`src/rtl/m_store_unit.sv`:
```
// Store unit for the M stage: formats sw/sh/sb requests into word address, byte enables and
// lane-replicated data, then drains them in order from a small write buffer to data memory.
module m_store_unit #(
    parameter int DEPTH = 4,
    parameter int PTR_W = 2
) (
    input  logic        clk,
    input  logic        reset_n,
    input  logic        M_StoreValid,
    output logic        M_StoreReady,
    input  logic [31:0] M_StoreAddr,
    input  logic [31:0] M_StoreData,
    input  logic [1:0]  M_StoreOp,
    output logic        M_Misaligned,
    input  logic [31:0] M_LoadAddr,
    output logic        M_LoadHit,
    output logic        M_BufEmpty,
    output logic        Mem_WrReq,
    output logic [31:0] Mem_WrAddr,
    output logic [31:0] Mem_WrData,
    output logic [3:0]  Mem_ByteEn,
    input  logic        Mem_WrAck,
    output logic        dbg_drain_state
);

    // Handshakes: M side transfers when M_StoreValid && M_StoreReady at a rising edge;
    // memory side transfers when Mem_WrReq && Mem_WrAck at a rising edge. Req/data hold until ack.

    typedef enum logic {S_IDLE = 1'b0, S_REQ = 1'b1} drain_state_e;

    typedef struct packed {
        logic        vld;
        logic [29:0] waddr;
        logic [31:0] data;
        logic [3:0]  be;
    } entry_t;

    entry_t       buf_q [DEPTH];
    entry_t       buf_d [DEPTH];
    logic [PTR_W-1:0] head_q, head_d, tail_q, tail_d;
    logic [PTR_W:0]   count_q, count_d;
    logic             mis_q, mis_d;
    drain_state_e     state_q, state_d;

    logic        fmt_ok;
    logic [3:0]  fmt_be;
    logic [31:0] fmt_data;
    logic        push_req, push, pop;
    logic        unused_load_lsb;

    assign unused_load_lsb = ^M_LoadAddr[1:0];

    always_comb begin
        fmt_ok   = 1'b0;
        fmt_be   = 4'b0000;
        fmt_data = M_StoreData;
        case (M_StoreOp)
            2'b00: begin
                fmt_ok = (M_StoreAddr[1:0] == 2'b00);
                fmt_be = 4'b1111;
            end
            2'b01: begin
                fmt_ok   = !M_StoreAddr[0];
                fmt_be   = M_StoreAddr[1] ? 4'b1100 : 4'b0011;
                fmt_data = {M_StoreData[15:0], M_StoreData[15:0]};
            end
            2'b10: begin
                fmt_ok   = 1'b1;
                fmt_be   = 4'b0001 << M_StoreAddr[1:0];
                fmt_data = {4{M_StoreData[7:0]}};
            end
            default: fmt_ok = 1'b0;
        endcase
    end

    assign M_StoreReady = reset_n && (count_q != (PTR_W+1)'(DEPTH));
    assign Mem_WrReq    = reset_n && (state_q == S_REQ);
    assign push_req     = M_StoreValid && M_StoreReady;
    assign push         = push_req && fmt_ok;
    assign pop          = Mem_WrReq && Mem_WrAck;

    always_comb begin
        buf_d   = buf_q;
        head_d  = head_q;
        tail_d  = tail_q;
        count_d = count_q;
        mis_d   = push_req && !fmt_ok;
        // head and tail only coincide when empty (no pop) or full (no push)
        if (pop) begin
            buf_d[head_q].vld = 1'b0;
            head_d            = head_q + PTR_W'(1);
        end
        if (push) begin
            buf_d[tail_q] = '{vld: 1'b1, waddr: M_StoreAddr[31:2], data: fmt_data, be: fmt_be};
            tail_d        = tail_q + PTR_W'(1);
        end
        case ({push, pop})
            2'b10:   count_d = count_q + (PTR_W+1)'(1);
            2'b01:   count_d = count_q - (PTR_W+1)'(1);
            default: count_d = count_q;
        endcase
    end

    always_comb begin
        state_d = state_q;
        case (state_q)
            S_IDLE:  if (push) state_d = S_REQ;
            S_REQ:   if (pop && (count_d == '0)) state_d = S_IDLE;
            default: state_d = S_IDLE;
        endcase
    end

    always_ff @(posedge clk or negedge reset_n) begin
        if (!reset_n) begin
            for (int i = 0; i < DEPTH; i++) buf_q[i] <= '0;
            head_q  <= '0;
            tail_q  <= '0;
            count_q <= '0;
            mis_q   <= 1'b0;
            state_q <= S_IDLE;
        end else begin
            buf_q   <= buf_d;
            head_q  <= head_d;
            tail_q  <= tail_d;
            count_q <= count_d;
            mis_q   <= mis_d;
            state_q <= state_d;
        end
    end

    always_comb begin
        M_LoadHit = 1'b0;
        for (int i = 0; i < DEPTH; i++) begin
            if (buf_q[i].vld && (buf_q[i].waddr == M_LoadAddr[31:2])) M_LoadHit = reset_n;
        end
    end

    assign M_Misaligned    = mis_q;
    assign M_BufEmpty      = (count_q == '0);
    assign Mem_WrAddr      = Mem_WrReq ? {buf_q[head_q].waddr, 2'b00} : 32'h0;
    assign Mem_WrData      = Mem_WrReq ? buf_q[head_q].data : 32'h0;
    assign Mem_ByteEn      = Mem_WrReq ? buf_q[head_q].be : 4'h0;
    assign dbg_drain_state = state_q;

endmodule

```
`config.mk`:
```
export PLATFORM = sky130hd
export DESIGN_NAME = m_store_unit
export DESIGN_NICKNAME = d
export VERILOG_FILES = /design/src/rtl/m_store_unit.sv
export SDC_FILE = /design/constraint.sdc
export NUM_CORES = 1
export LEC_CHECK = 0
export BUFFER_PORTS_ARGS = -buffer_cell sky130_fd_sc_hd__buf_2
export CAP_MARGIN = 5
export CORE_ASPECT_RATIO = 1.4
export CORE_MARGIN = 5
export CORE_UTILIZATION = 30
export DETAILED_ROUTE_END_ITERATION = 10
export PLACE_DENSITY_LB_ADDON = 0.3
export SLEW_MARGIN = 15
export SYNTH_ARGS = -nofsm -noshare
export SYNTH_HDL_FRONTEND = slang
export SYNTH_SLANG_ARGS = --single-unit
```
`constraint.sdc`:
```
create_clock -name clk -period 4.3 [get_ports clk]
set_input_delay 0.86 -clock clk [delete_from_list [all_inputs] [get_ports clk]]
set_output_delay 0.86 -clock clk [all_outputs]
set_load 0.1 [all_outputs]
```
==> impl_metrics.json <==
{
  "syn2layout_area_growth_pct": 20.98,
  "reg2reg_to": "buf_q[266]",
  "start_util_pct": 30.34,
  "path_class": "input port to primary output",
  "crit_arrival_ns": 2.99,
  "skew_ns": 0.01227,
  "stdcell_area_um2": 17670,
  "cpPeakStageDelay_ns": 0.48,
  "hp-class": "input port to asynchronous set/reset pin",
  "cp_top_family": "simple AND/OR/NAND/NOR gates",
  "finalCritPeriodShare_pct": 89.58,
  "drc_errors": 0,
  "grtUsageMet2_pct": 28.30,
  "hold_buffers": 0,
  "diodes": 0,
  "post_cts_buffers": 0,
  "period_needed_ns": 3.852,
  "die-area_um2": 53260,
  "crit_chain": "buf_2 > xnor2_1 > nand4_1 > nor4_1 > nand4_1 > a41oi_1 > buf_2",
  "ys_types": 39,
  "die_h_um": 271.1,
  "slew_viol_final": 0,
  "rsz0062_at_grt": "no",
  "firstDrtPassIters": 5,
  "synth.area.top_cells": "dfrtp_1, mux2_4, mux4_2, xnor2_1, mux2_2",
  "yosysTopAreaCell": "dfrtp_1",
  "crit_fanout": 4,
  "fin_setup_tns_ns": 0,
  "multiInputGateArea_um2": 7168,
  "ir_drop_v": 0.0004775,
  "gp_congestion": 0.8266,
  "synth-edff-count": 0,
  "cts_buffers": 31,
  "cp.required_ns": 3.44,
  "worst-path-buf-inv": 2,
  "grt_pass1_wl_um": 65920,
  "fill_cells": 4718,
  "cp-end-kind": "primary output",
  "crit_start": "M_LoadAddr[25]",
  "ys_seq_area_share_pct": 47.46,
  "grt_max_degree": 66,
  "grt-ovfl-total": 0,
  "use_met3_pct": 2.551,
  "rows": 95,
  "grt_pass1_vias": 10290,
  "grt_use_total_pct": 15.87,
  "max_freq_mhz": 259.6,
  "worst_slew_pin_slew_ns": 0.8804,
  "top_usage_layer": "met2",
  "seqCellArea_um2": 6937,
  "hpwl_um": 30080,
  "rrSetupSlack_ns": 1.99,
  "antenna_found_initial": 3,
  "clkLatencyLatePin_ns": 0.57,
  "syn_avg_cell_area_um2": 12.56,
  "cts_root_buffer": "clkbuf_16",
  "cts_max_level": 1,
  "fp.dieW_um": 196.5,
  "io_buffers": 171,
  "clk_path_buf_depth": 3,
  "async_flop_share_pct": 100.0,
  "r2r_start": "count_q[2]",
  "p_leak_uw": 0.008125,
  "viasPerCell": 4.855,
  "drive_gt1_share_pct": 36.11,
  "netlist_instances": 1163,
  "wirelength_um": 42670,
  "synth_top_area_share_pct": 47.46,
  "p_total_uw": 13800,
  "post_drt_wl_per_cell_um": 21.87,
  "dpl_cell_area_um2": 16620,
  "power_density_nw_per_um2": 780.9,
  "yosys_warnings": 0,
  "synth_area_um2": 14600,
  "placeableCoreArea_um2": 48140,
  "finalSetupViolCount": 0,
  "post_cts_resized": 0,
  "max_slew_margin_pct": 41.31,
  "maxCapViolCount": 0,
  "outcome": "completed",
  "cts_tree": "built",
  "ys_ff_latch": 277,
  "detail-route-antenna-nets": 0,
  "path_clk_slew_ns": 0.06,
  "startpoint_type": "input port",
  "drt_iter0_markers": 410,
  "nNetsFinal": 1414,
  "hold_viol": 0,
  "io-pin-count": 176,
  "worst-r2r-cell-count": 5,
  "cts_sinks": 277,
  "use_met1_pct": 19.63,
  "vias": 9472,
  "critPathSlowestCell": "buf_2",
  "yosys_most_used_dff": "dfrtp_1"
}
-- area by class of cell --
class	instances	area share, %
Clock buffer	39	4.787
Clock inverter	17	1.133
Inverter	14	0.2974
Multi-Input combinational cell	782	40.57
Sequential cell	277	39.26
Tap cell	630	4.461
Timing Repair Buffer	192	9.489
-- through the flow --
step | worst slack (ns) | cells | util (%) | hold slack [ns]
2_1_floorplan | 0.05662 | 1164 | - | 0.4442
3_3_place_gp | 0.4697 | 1895 | 34.53 | 0.4565
3_5_place_dp | 0.4574 | 1895 | 34.53 | 0.4670
4_1_cts | 0.4333 | 1951 | 36.70 | 0.02911
5_1_grt | 0.4104 | 1951 | 36.70 | 0.03608
6_report | 0.4479 | 1951 | 36.70 | 0.07388
-- report_power, final --
part           internal [uW]  total (uW)  leakage [uW]  switching [uW]
registers               3760        4660       0.00359             899
clock network           1630        2730      0.000513            1110
logic                   2820        6410       0.00403            3590
total                   8200       13800       0.00813            5590
-- kinds of logic after synthesis --
kind of cell	Yosys count	synth area share [%]
DFF	277	47.46
and+or+nand+nor	260	8.825
muxes	224	24.90
AOI/OAI and AO/OA	157	6.246
xor gates and xnor gates	125	7.497
buffers and inverters	105	3.795
adders and majority gates	14	1.251
other	1	0.02568
-- registers in the layout, summed over array words and instances, names as in the netlist --
register         count
head_q               2
count_q              3
tail_q               2
buf_q              268
dbg_drain_state      1
M_Misaligned         1
-- layout by cell type (no fill, tap or decap), drive strengths merged, types with 3 or more instances in the layout --
cell	netlist	routed
buf	50	192
ha	13	13
bufinv	0	4
nor4	16	16
xnor2	80	80
nor2b	10	10
and2	68	68
a22oi	16	16
clkinv	0	8
inv	14	16
nor2	5	5
nand4	24	24
a31oi	9	9
nand2	131	131
clkinvlp	0	3
dfrtp	277	277
o2111ai	4	4
clkbuf	41	39
xor2	45	45
mux4	66	66
o21ai	120	120
mux2	157	157
-- per-layer routing --
metal | share of wire [%] | vias up
met3 | 4.6 | 67
met5 | 0 | -
met1 | 41 | 4819
met4 | 3.1 | 0
li1 | - | 4349
met2 | 52 | 237
-- synth_stat cells (3+ instances only) --
cell,instances
nor2b_1,10
mux2_2,57
xor2_1,45
nor2_1,5
nor4_1,16
buf_4,3
buf_2,23
mux2_4,99
buf_6,16
a31oi_1,9
clkbuf_1,41
buf_1,8
nand2_1,131
a22oi_1,16
inv_1,14
mux4_2,66
xnor2_1,80
dfrtp_1,277
ha_1,13
o2111ai_2,4
and2_1,68
o21ai_0,120
nand4_1,24
-- worst max-delay path by stage --
stage                                  to  depth (start not counted)
after floorplan           dbg_drain_state                         12
after global placement          M_LoadHit                          7
after detailed placement        M_LoadHit                          7
after CTS                       M_LoadHit                          6
after global routing            M_LoadHit                          6
final                           M_LoadHit                          7
No activity file was read; power rests on OpenSTA's default activity.
